[config.mk]
export PLATFORM = sky130hd
export DESIGN_NAME = exec_pipe_stage
export DESIGN_NICKNAME = d
export VERILOG_FILES = /design/src/rtl/exec_pipe_stage.sv
export SDC_FILE = /design/constraint.sdc
export NUM_CORES = 1
export LEC_CHECK = 0
export ABC_AREA = 0
export BUFFER_PORTS_ARGS = -buffer_cell sky130_fd_sc_hd__buf_2
export CORE_ASPECT_RATIO = 2
export CORE_MARGIN = 2
export CORE_UTILIZATION = 57
export CTS_CLUSTER_DIAMETER = 150
export CTS_CLUSTER_SIZE = 20
export DETAILED_ROUTE_END_ITERATION = 8
export PLACE_DENSITY = 0.85
export REMOVE_ABC_BUFFERS = 1
export SYNTH_ARGS = -nofsm -noshare
export SYNTH_HDL_FRONTEND = slang
export SYNTH_SLANG_ARGS = --single-unit
[constraint.sdc]
create_clock -name clk -period 4.7 [get_ports clk]
set_input_delay 0.235 -clock clk [delete_from_list [all_inputs] [get_ports clk]]
set_output_delay 0.235 -clock clk [all_outputs]
set_load 0.05 [all_outputs]
[src/rtl/exec_pipe_stage.sv]
// exec_pipe_stage: one-entry pipeline register with a skid buffer.
// The stage can absorb one extra entry, so in_ready depends only on registered
// state and never combinationally on out_ready.
//
// Ports:
//   clk, reset          clock and synchronous active-high reset
//   flush               synchronous kill of all held entries
//   in_valid/in_ready   upstream handshake
//   in_ctrl/in_data     upstream control bits and payload
//   out_valid/out_ready downstream handshake
//   out_ctrl/out_data   held control bits and payload, taken from the main register
//   occupancy           number of held entries (0..2)
//   stall_cnt           saturating count of cycles with out_valid=1 and out_ready=0
module exec_pipe_stage #(
  parameter int unsigned CTRL_W     = 12,
  parameter int unsigned DATA_W     = 160,
  parameter int unsigned CLEAR_DATA = 1,
  parameter int unsigned CNT_W      = 16
) (
  input  logic              clk,
  input  logic              reset,
  input  logic              flush,
  input  logic              in_valid,
  output logic              in_ready,
  input  logic [CTRL_W-1:0] in_ctrl,
  input  logic [DATA_W-1:0] in_data,
  output logic              out_valid,
  input  logic              out_ready,
  output logic [CTRL_W-1:0] out_ctrl,
  output logic [DATA_W-1:0] out_data,
  output logic [1:0]        occupancy,
  output logic [CNT_W-1:0]  stall_cnt
);

  typedef enum logic [1:0] {StEmpty, StOne, StTwo} state_e;

  state_e              r_state;
  logic [CTRL_W-1:0]   r_main_ctrl;
  logic [DATA_W-1:0]   r_main_data;
  logic [CTRL_W-1:0]   r_skid_ctrl;
  logic [DATA_W-1:0]   r_skid_data;
  logic [CNT_W-1:0]    r_stall_cnt;

  logic                w_in_xfer;
  logic                w_stall;
  logic                w_stall_sat;

  // Handshake status is decoded from the state register alone.
  assign in_ready    = (r_state != StTwo);
  assign out_valid   = (r_state != StEmpty);
  assign w_in_xfer   = in_valid & in_ready;
  assign w_stall     = out_valid & ~out_ready;
  assign w_stall_sat = &r_stall_cnt;

  assign out_ctrl  = r_main_ctrl;
  assign out_data  = r_main_data;
  assign stall_cnt = r_stall_cnt;

  always_comb begin
    occupancy = 2'd0;
    case (r_state)
      StOne:   occupancy = 2'd1;
      StTwo:   occupancy = 2'd2;
      default: occupancy = 2'd0;
    endcase
  end

  always_ff @(posedge clk) begin
    if (reset) begin
      r_state     <= StEmpty;
      r_main_ctrl <= '0;
      r_skid_ctrl <= '0;
      r_stall_cnt <= '0;
      if (CLEAR_DATA != 0) begin
        r_main_data <= '0;
        r_skid_data <= '0;
      end
    end else begin
      // Stall accounting is independent of flush.
      if (w_stall && !w_stall_sat) begin
        r_stall_cnt <= r_stall_cnt + {{(CNT_W-1){1'b0}}, 1'b1};
      end

      if (flush) begin
        // Any same-cycle in transfer is dropped; an out transfer already happened.
        r_state     <= StEmpty;
        r_main_ctrl <= '0;
        r_skid_ctrl <= '0;
        if (CLEAR_DATA != 0) begin
          r_main_data <= '0;
          r_skid_data <= '0;
        end
      end else begin
        case (r_state)
          StEmpty: begin
            if (w_in_xfer) begin
              r_main_ctrl <= in_ctrl;
              r_main_data <= in_data;
              r_state     <= StOne;
            end
          end
          StOne: begin
            if (w_in_xfer && out_ready) begin
              r_main_ctrl <= in_ctrl;
              r_main_data <= in_data;
            end else if (w_in_xfer) begin
              r_skid_ctrl <= in_ctrl;
              r_skid_data <= in_data;
              r_state     <= StTwo;
            end else if (out_ready) begin
              // Draining to empty leaves a bubble on the output.
              r_main_ctrl <= '0;
              if (CLEAR_DATA != 0) begin
                r_main_data <= '0;
              end
              r_state <= StEmpty;
            end
          end
          StTwo: begin
            if (out_ready) begin
              r_main_ctrl <= r_skid_ctrl;
              r_main_data <= r_skid_data;
              r_state     <= StOne;
            end
          end
          default: r_state <= StEmpty;
        endcase
      end
    end
  end

endmodule

==> results of run 1 <==
cells in the final DEF, fill, tap and decap left out, types with 4 or more instances in the layout:
| cell | n |
|---|---|
| a21oi_1 | 181 |
| a221oi_1 | 92 |
| a221oi_2 | 80 |
| buf_12 | 9 |
| buf_2 | 368 |
| buf_4 | 8 |
| clkbuf_16 | 23 |
| dfxtp_1 | 362 |
| diode_2 | 6 |
| dlygate4sd3_1 | 172 |
| ha_1 | 6 |
| inv_1 | 10 |
| nand2_1 | 352 |
| nand3_1 | 5 |
| nor2_1 | 179 |
| nor3_1 | 4 |
| o21ai_0 | 175 |
| o31ai_1 | 5 |
| or4_1 | 6 |
layer usage:
| metal | wire (µm) | up-vias | share of wire | GRT usage |
|---|---|---|---|---|
| met3 | 4310 | 271 | 0.086 | 0.0825 |
| met4 | 3570 | 4 | 0.071 | 0.238 |
| li1 | - | 6691 | - | - |
| met5 | 29 | - | 0.00058 | 0 |
| met1 | 17100 | 7265 | 0.34 | 0.401 |
| met2 | 24900 | 1082 | 0.50 | 0.605 |
critical path, stage by stage (launching register included):
cell and delay (ps):
dfxtp_1 340, inv_1 130, ha_1 380, nand2b_1 250, a2111o_2 920, buf_4 760, a221oi_1 140, nor2_1 180
cell families (layout without fill, tap and decap cells):
group	Yosys count	after routing	share of synthesized area
AOI/OAI and AO/OA	549	549	0.276
adders and majority gates	6	6	0.00521
buffers and inverters	164	591	0.0529
DFF	362	362	0.503
muxes	2	2	0.00147
other	0	6	0
and+or+nand+nor	575	575	0.162
area by class of cell:
cell class                      instances  area (µm²)  area share
Antenna cell                            6        15.0    0.000809
Tap cell                              336         420      0.0226
Sequential cell                       362        7250       0.390
Clock buffer                           23         576      0.0310
Timing Repair Buffer                  557        3800       0.205
Clock inverter                          1        20.0     0.00108
Inverter                               10        37.5     0.00202
Multi-Input combinational cell       1132        6440       0.347
power by group through the flow:
| stage | Combinational, mW | Clock (mW) | Sequential (mW) |
|---|---|---|---|
| global route | 1.39 | 2.01 | 3.24 |
| global placement | 1.14 | 0 | 3.29 |
| detailed placement | 1.16 | 0 | 3.29 |
| CTS | 1.28 | 1.92 | 3.22 |
| finish | 1.32 | 1.92 | 3.23 |
| floorplan | 0.491 | 0 | 3.63 |
worst paths after layout:
check,end,slack (ps),cells after the start
min,stall_cnt[11]$_SDFFE_PP0P_,90,2
max reg2reg,out_data[22]$_SDFFE_PP0P_,1450,7
max,out_data[22]$_SDFFE_PP0P_,1450,7
min reg2reg,r_skid_ctrl[11]$_SDFFE_PP0P_,460,2
flip-flops by register name, indices dropped and copies added, names as in the netlist:
register,cells
out_ctrl,12
out_data,160
r_skid_ctrl,12
r_skid_data,160
r_state,2
stall_cnt,16
per-stage QoR:
| stage | total power, mW | setup TNS [ps] | instance area, µm² |
|---|---|---|---|
| finish | 6.48 | 0 | 18600 |
| global route | 6.64 | 0 | 18600 |
| CTS | 6.42 | 0 | 18500 |
| detailed placement | 4.45 | 0 | 16200 |
| global placement | 4.43 | 0 | 16200 |
| floorplan | 4.12 | -168720 | 13700 |
timing repair:
| action | CTS | global route |
|---|---|---|
| hold buffers | 172 | 0 |
| endpoints found under the setup margin | 0 | 0 |
| endpoints found under the hold margin | 331 | 0 |
==> impl_metrics.ini, run 1 <==
[detailed_routing]
vias = 15300
drtAntennaViolNets = 0
wl_um = 50000
drtIter0Drc = 2047
vias_per_cell = 6.31
wl_per_cell_um = 20.6
drc = 0
dr.pass1.iters = 6

[setup_path]
crit_arrival_ps = 3710
rr_startpoint = r_state[0]$_SDFFE_PP0P_
worstPathMaxFanout = 56
cp-end-kind = flop
crit_start = r_state[0]$_SDFFE_PP0P_
cp-start-kind = flop
required_ps = 5160
worstSetupPathType = reg2reg

[sta]
max_freq_ghz = 0.308
setup_violations = 0
finalHoldViolCount = 0
fin_ws_ps = 1450
slew_headroom = 0.153
maxSlewViolCount = 0
timing.hold.ws_ps = 94.8
clock_skew_ps = 24.9
finalCritPeriodShare = 0.691
rsz0062_at_grt = false
layout_min_cycle_time_ps = 3250
tightest_slew_ps = 1270

[placed_design]
dp.cells = 2225
dpl.hpwl_um = 26300
portBuffers = 368
place_congestion = 0.884
place_ws_ps = 1550

[yosys]
syn_inst = 1658
yosys_warnings = 0
synth_area_per_cell_um2 = 8.70
synth.distinct_cells = 54
synth.most_common_cell = dfxtp_1
async_flop_share = 0
synth_ff_type = dfxtp_1
synth_top_area_share = 0.503
ys_ff_latch = 362
yosysSeqAreaShare = 0.503
synthTopCellsByArea = dfxtp_1, nand2_1, a221oi_2
netlist_area_um2 = 14400
synth-edff-count = 0
yosys.area.top_type = dfxtp_1
netlist_top_cells_count = dfxtp_1, nand2_1, a21oi_1, nor2_1, o21ai_0

[die]
die_x_um = 116
die_h_um = 229
io_pins = 369
initial_utilization = 0.578
rows = 82
core_area_um2 = 24900
die-area_um2 = 26700

[global_route]
grt_max_degree = 173
antenna_found_initial = 8
gr-total-overflow = 0
grt_pass1_wl_um = 77800
grt_usage = 0.362
grt_pass1_vias = 15300

[cells_and_area]
postLayoutCoreUtil = 0.745
area_growth_pct = 28.7
drive_gt1_frac = 0.244
fin_nets = 2268
fin_cells = 2427
n_fill_cell = 1615

[power]
sw_frac_of_total = 0.310
pwr-share-comb = 0.204
sequentialPowerShare = 0.499
p_leak_nw = 7.37
p_int_mw = 4.47
p_per_area_nw_per_um2 = 349
p_sw_mw = 2.01
clock_power_share = 0.296
vdd_drop_max_mv = 0.337

[cts]
cts-buffers-inserted = 22
cts_root_buf = clkbuf_16
cts_sinks = 362
cts_buffer_depth = 3
tritoncts = yes
post_cts_resized = 0
cts_setup_buffers = 0
clk_latency_ps = 550
clk_pin_slew_ps = 80
h-tree-depth = 1

[worst_hold_path]
hold_class = in2reg
hold_start = reset

[status]
status = complete, no violations

[job]
maxCapViolCount = 0
Power figures use the tool's default switching activity.
==> inputs of run 2 (changes only) <==
CORE_UTILIZATION = 53   (was 57)
PLACE_DENSITY = 0.8   (was 0.85)
clock period = 3.2 ns   (was 4.7 ns; I/O delays follow)
==> impl_metrics.ini, run 2 (synthesis results as in run 1) <==
[cells_and_area]
area_growth_pct = 30.5
final_common_cell = buf_2
fin_cells = 2453
final_cell_mix = buf_2, dfxtp_1, nand2_1
drive_gt1_frac = 0.250
fin_nets = 2286
n_fill_cell = 1904

[placed_design]
dp.cells = 2254
place_congestion = 0.878
portBuffers = 368
dpl.hpwl_um = 27900

[die]
die-area_um2 = 28600
io_pins = 369
rows = 85
initial_utilization = 0.538
core_area_um2 = 26800
die_h_um = 237
die_x_um = 121

[global_route]
grt_pass1_wl_um = 78200
grt_usage = 0.333
gr-total-overflow = 0
grt_max_degree = 93
antenna_found_initial = 2
grt_pass1_vias = 14900

[sta]
finalHoldViolCount = 0
clock_skew_ps = 11.0
setup_violations = 0
rsz0062_at_grt = false
max_freq_ghz = 0.363
layout_min_cycle_time_ps = 2750
maxSlewViolCount = 0
tightest_slew_ps = 879
slew_headroom = 0.414
finalCritPeriodShare = 0.861

[detailed_routing]
vias_per_cell = 6.22
wl_um = 49200
wl_per_cell_um = 20.1
drtAntennaViolNets = 0
vias = 15300
dr.pass1.iters = 6
drc = 0
drtIter0Drc = 1818

[cts]
cts_root_buf = clkbuf_16
clk_latency_ps = 520
h-tree-depth = 1
tritoncts = yes
clk_pin_slew_ps = 80
hold_buffers = 173
cts_sinks = 362
cts-buffers-inserted = 22
post_cts_resized = 0
cts_buffer_depth = 3
cts_setup_buffers = 0

[setup_path]
required_ps = 3630
cp-end-kind = flop
worstPathMaxFanout = 40
crit_arrival_ps = 3190
cp-start-kind = flop
worstSetupPathType = reg2reg

[job]
maxCapViolCount = 0

[power]
total_power_mw = 9.54
vdd_drop_max_mv = 0.547
p_per_area_nw_per_um2 = 507
p_leak_nw = 7.49

[worst_hold_path]
hold_class = in2reg

[status]
status = complete, no violations
[run 2: layout make-up]
cell class	instances	area [µm²]	share of cell area
Tap cell	348	435	0.0231
Timing Repair Buffer	575	4050	0.215
Inverter	10	37.5	0.00199
Clock inverter	1	20.0	0.00106
Sequential cell	362	7250	0.385
Multi-Input combinational cell	1132	6440	0.342
Antenna cell	2	5.00	0.000266
Clock buffer	23	576	0.0306
[run 2: where the power goes]
group / total, mW / internal [mW] / switching [mW]
clock network: 2.79 / 1.30 / 1.50
registers: 4.76 / 4.66 / 0.0983
logic: 1.99 / 0.659 / 1.33
total: 9.54 / 6.61 / 2.93
[run 2: final timing paths]
| path | startpoint | endpoint | slack, ps | cells past startpoint |
|---|---|---|---|---|
| min | out_ready | stall_cnt[4]$_SDFFE_PP0P_ | 130 | 3 |
| min reg2reg | r_skid_ctrl[7]$_SDFFE_PP0P_ | r_skid_ctrl[7]$_SDFFE_PP0P_ | 460 | 2 |
| max reg2reg | r_state[1]$_SDFFE_PP0P_ | out_data[124]$_SDFFE_PP0P_ | 450 | 8 |
| max | r_state[1]$_SDFFE_PP0P_ | out_data[124]$_SDFFE_PP0P_ | 450 | 8 |
[run 2: per-layer routing]
metal	part of all wire	vias to the layer above	track usage
met2	0.50	1037	0.564
met1	0.35	7208	0.392
met4	0.075	0	0.204
li1	-	6740	-
met5	0	-	0
met3	0.078	278	0.0489
[run 2: metrics by stage]
step                      worst slack (ps)  area [µm²]  hold slack, ps  utilization  TNS, ps
after floorplan                      -2580       13700             229            -  -681580
final                                  445       18800             132        0.702        0
after global routing                   288       18800             125        0.702        0
after CTS                              659       18800            84.3        0.702        0
after global placement                 798       16500             413        0.615        0
after detailed placement               686       16500             419        0.615        0
[run 2: critical path, cell delays in order (launching register included)]
cell and delay (ps):
dfxtp_1 420, inv_1 90, ha_1 310, nand2b_1 280, a2111oi_4 580, buf_12 310, buf_12 240, o21ai_0 130
nor2_1 270
==> inputs of run 3 (changes only) <==
ABC_AREA = not set   (was 0)
CELL_PAD_IN_SITES_DETAIL_PLACEMENT = 0   (was not set)
CELL_PAD_IN_SITES_GLOBAL_PLACEMENT = 1   (was not set)
CORE_UTILIZATION = 39   (was 53)
PLACE_DENSITY = 0.79   (was 0.8)
==> impl_metrics.ini, run 3 (synthesis results as in run 1) <==
[sta]
layout_min_cycle_time_ps = 2680
maxSlewViolCount = 0
finalHoldViolCount = 0
timing.hold.ws_ps = 25.5
clock_skew_ps = 26.1
tightest_slew_ps = 741
rsz0062_at_grt = false
max_freq_ghz = 0.373
finalCritPeriodShare = 0.838
setup_violations = 0
fin_ws_ps = 518
finalSetupTns_ps = 0
slew_headroom = 0.505

[global_route]
grt_max_degree = 95
grt_usage = 0.237
grt_pass1_vias = 14000
met2_usage = 0.442
use_met1 = 0.269
grt_pass1_wl_um = 75200
antenna_found_initial = 5
gr-total-overflow = 0
globalRouteMet3Util = 0.0265
top_usage_layer = met2

[placed_design]
place_ws_ps = 523
dpl.hpwl_um = 30400
place_congestion = 0.834
dp.cells = 2361
portBuffers = 368

[die]
rows = 99
die_h_um = 276
initial_utilization = 0.396
core_area_um2 = 36400
die_x_um = 140
die-area_um2 = 38600
io_pins = 369

[cts]
clk_pin_slew_ps = 90
clk_latency_ps = 550
h-tree-depth = 1
cts_setup_buffers = 0
cts_root_buf = clkbuf_16
cts_sinks = 362
cts-buffers-inserted = 22
cts_buffer_depth = 3
post_cts_resized = 0
hold_buffers = 172
tritoncts = yes

[setup_path]
worstPathMaxFanout = 39
cp_top_family = compound AO/OA/AOI/OAI gates
crit_chain = inv_1 > ha_1 > nand2b_1 > a2111o_2 > buf_12 > a221oi_1 > nor2_1
max_stage_delay_ps = 800
path_buf_inv = 2
worstSetupPathType = reg2reg
cp_slowest_cell = a2111o_2
crit_arrival_ps = 3100
cp-end-kind = flop
required_ps = 3620
cp-start-kind = flop

[worst_hold_path]
hold_class = in2reg

[detailed_routing]
drc = 0
wl_um = 48400
wl_per_cell_um = 18.9
vias = 14100
dr.pass1.iters = 5
vias_per_cell = 5.51
drtIter0Drc = 835
drtAntennaViolNets = 0

[cells_and_area]
fin_cells = 2565
final_cell_mix = buf_2, dfxtp_1, nand2_1
final_common_cell = buf_2
fin_nets = 2286
area_growth_pct = 31.7
postLayoutCoreUtil = 0.521
drive_gt1_frac = 0.250

[status]
status = complete, no violations

[power]
vdd_drop_max_mv = 0.594
p_per_area_nw_per_um2 = 502
p_leak_nw = 7.50

[job]
maxCapViolCount = 0
run 3: cell count changes in the layout (fill, tap and decap cells not counted):
cell           delta
diode_2           +6
dlygate4sd3_1     -1
buf_4             -1
buf_12            +2
run 3: path summary, 6_finish.rpt:
path | startpoint | end | slack (ps) | depth (start not counted)
worst min-delay path | reset | stall_cnt[4]$_SDFFE_PP0P_ | 30 | 2
worst max register to register | r_state[0]$_SDFFE_PP0P_ | out_ctrl[1]$_SDFFE_PP0P_ | 520 | 7
worst min register to register | r_skid_data[152]$_SDFFE_PP0P_ | r_skid_data[152]$_SDFFE_PP0P_ | 460 | 2
worst max-delay path | r_state[0]$_SDFFE_PP0P_ | out_ctrl[1]$_SDFFE_PP0P_ | 520 | 7
run 3: stage by stage:
step	instance area, µm²	total power, mW
after detailed placement	16600	6.65
final	19000	9.53
after global placement	16600	6.63
after floorplan	13700	6.05
after CTS	19000	9.65
after global routing	19000	9.91
run 3: layout make-up:
class,instances,area (µm²)
diodes,8,20.0
multi-input cells,1132,6440
clock buffers,23,576
flip-flops and latches,362,7250
clock inverters,1,20.0
repair buffers,575,4080
fillers,3476,17400
inverters,10,37.5
well taps,454,568
run 3: layer usage:
| layer | vias up | part of all wire |
|---|---|---|
| met2 | 510 | 0.53 |
| met5 | - | 0.00027 |
| met1 | 6790 | 0.37 |
| met3 | 104 | 0.048 |
| met4 | 2 | 0.047 |
| li1 | 6734 | - |
run 3: report_power, final:
| part | switching (mW) | leakage, nW | internal (mW) | total [mW] |
|---|---|---|---|---|
| sequential | 0.0857 | 2.94 | 4.66 | 4.74 |
| clock | 1.51 | 0.293 | 1.29 | 2.81 |
| combinational | 1.32 | 4.27 | 0.662 | 1.98 |
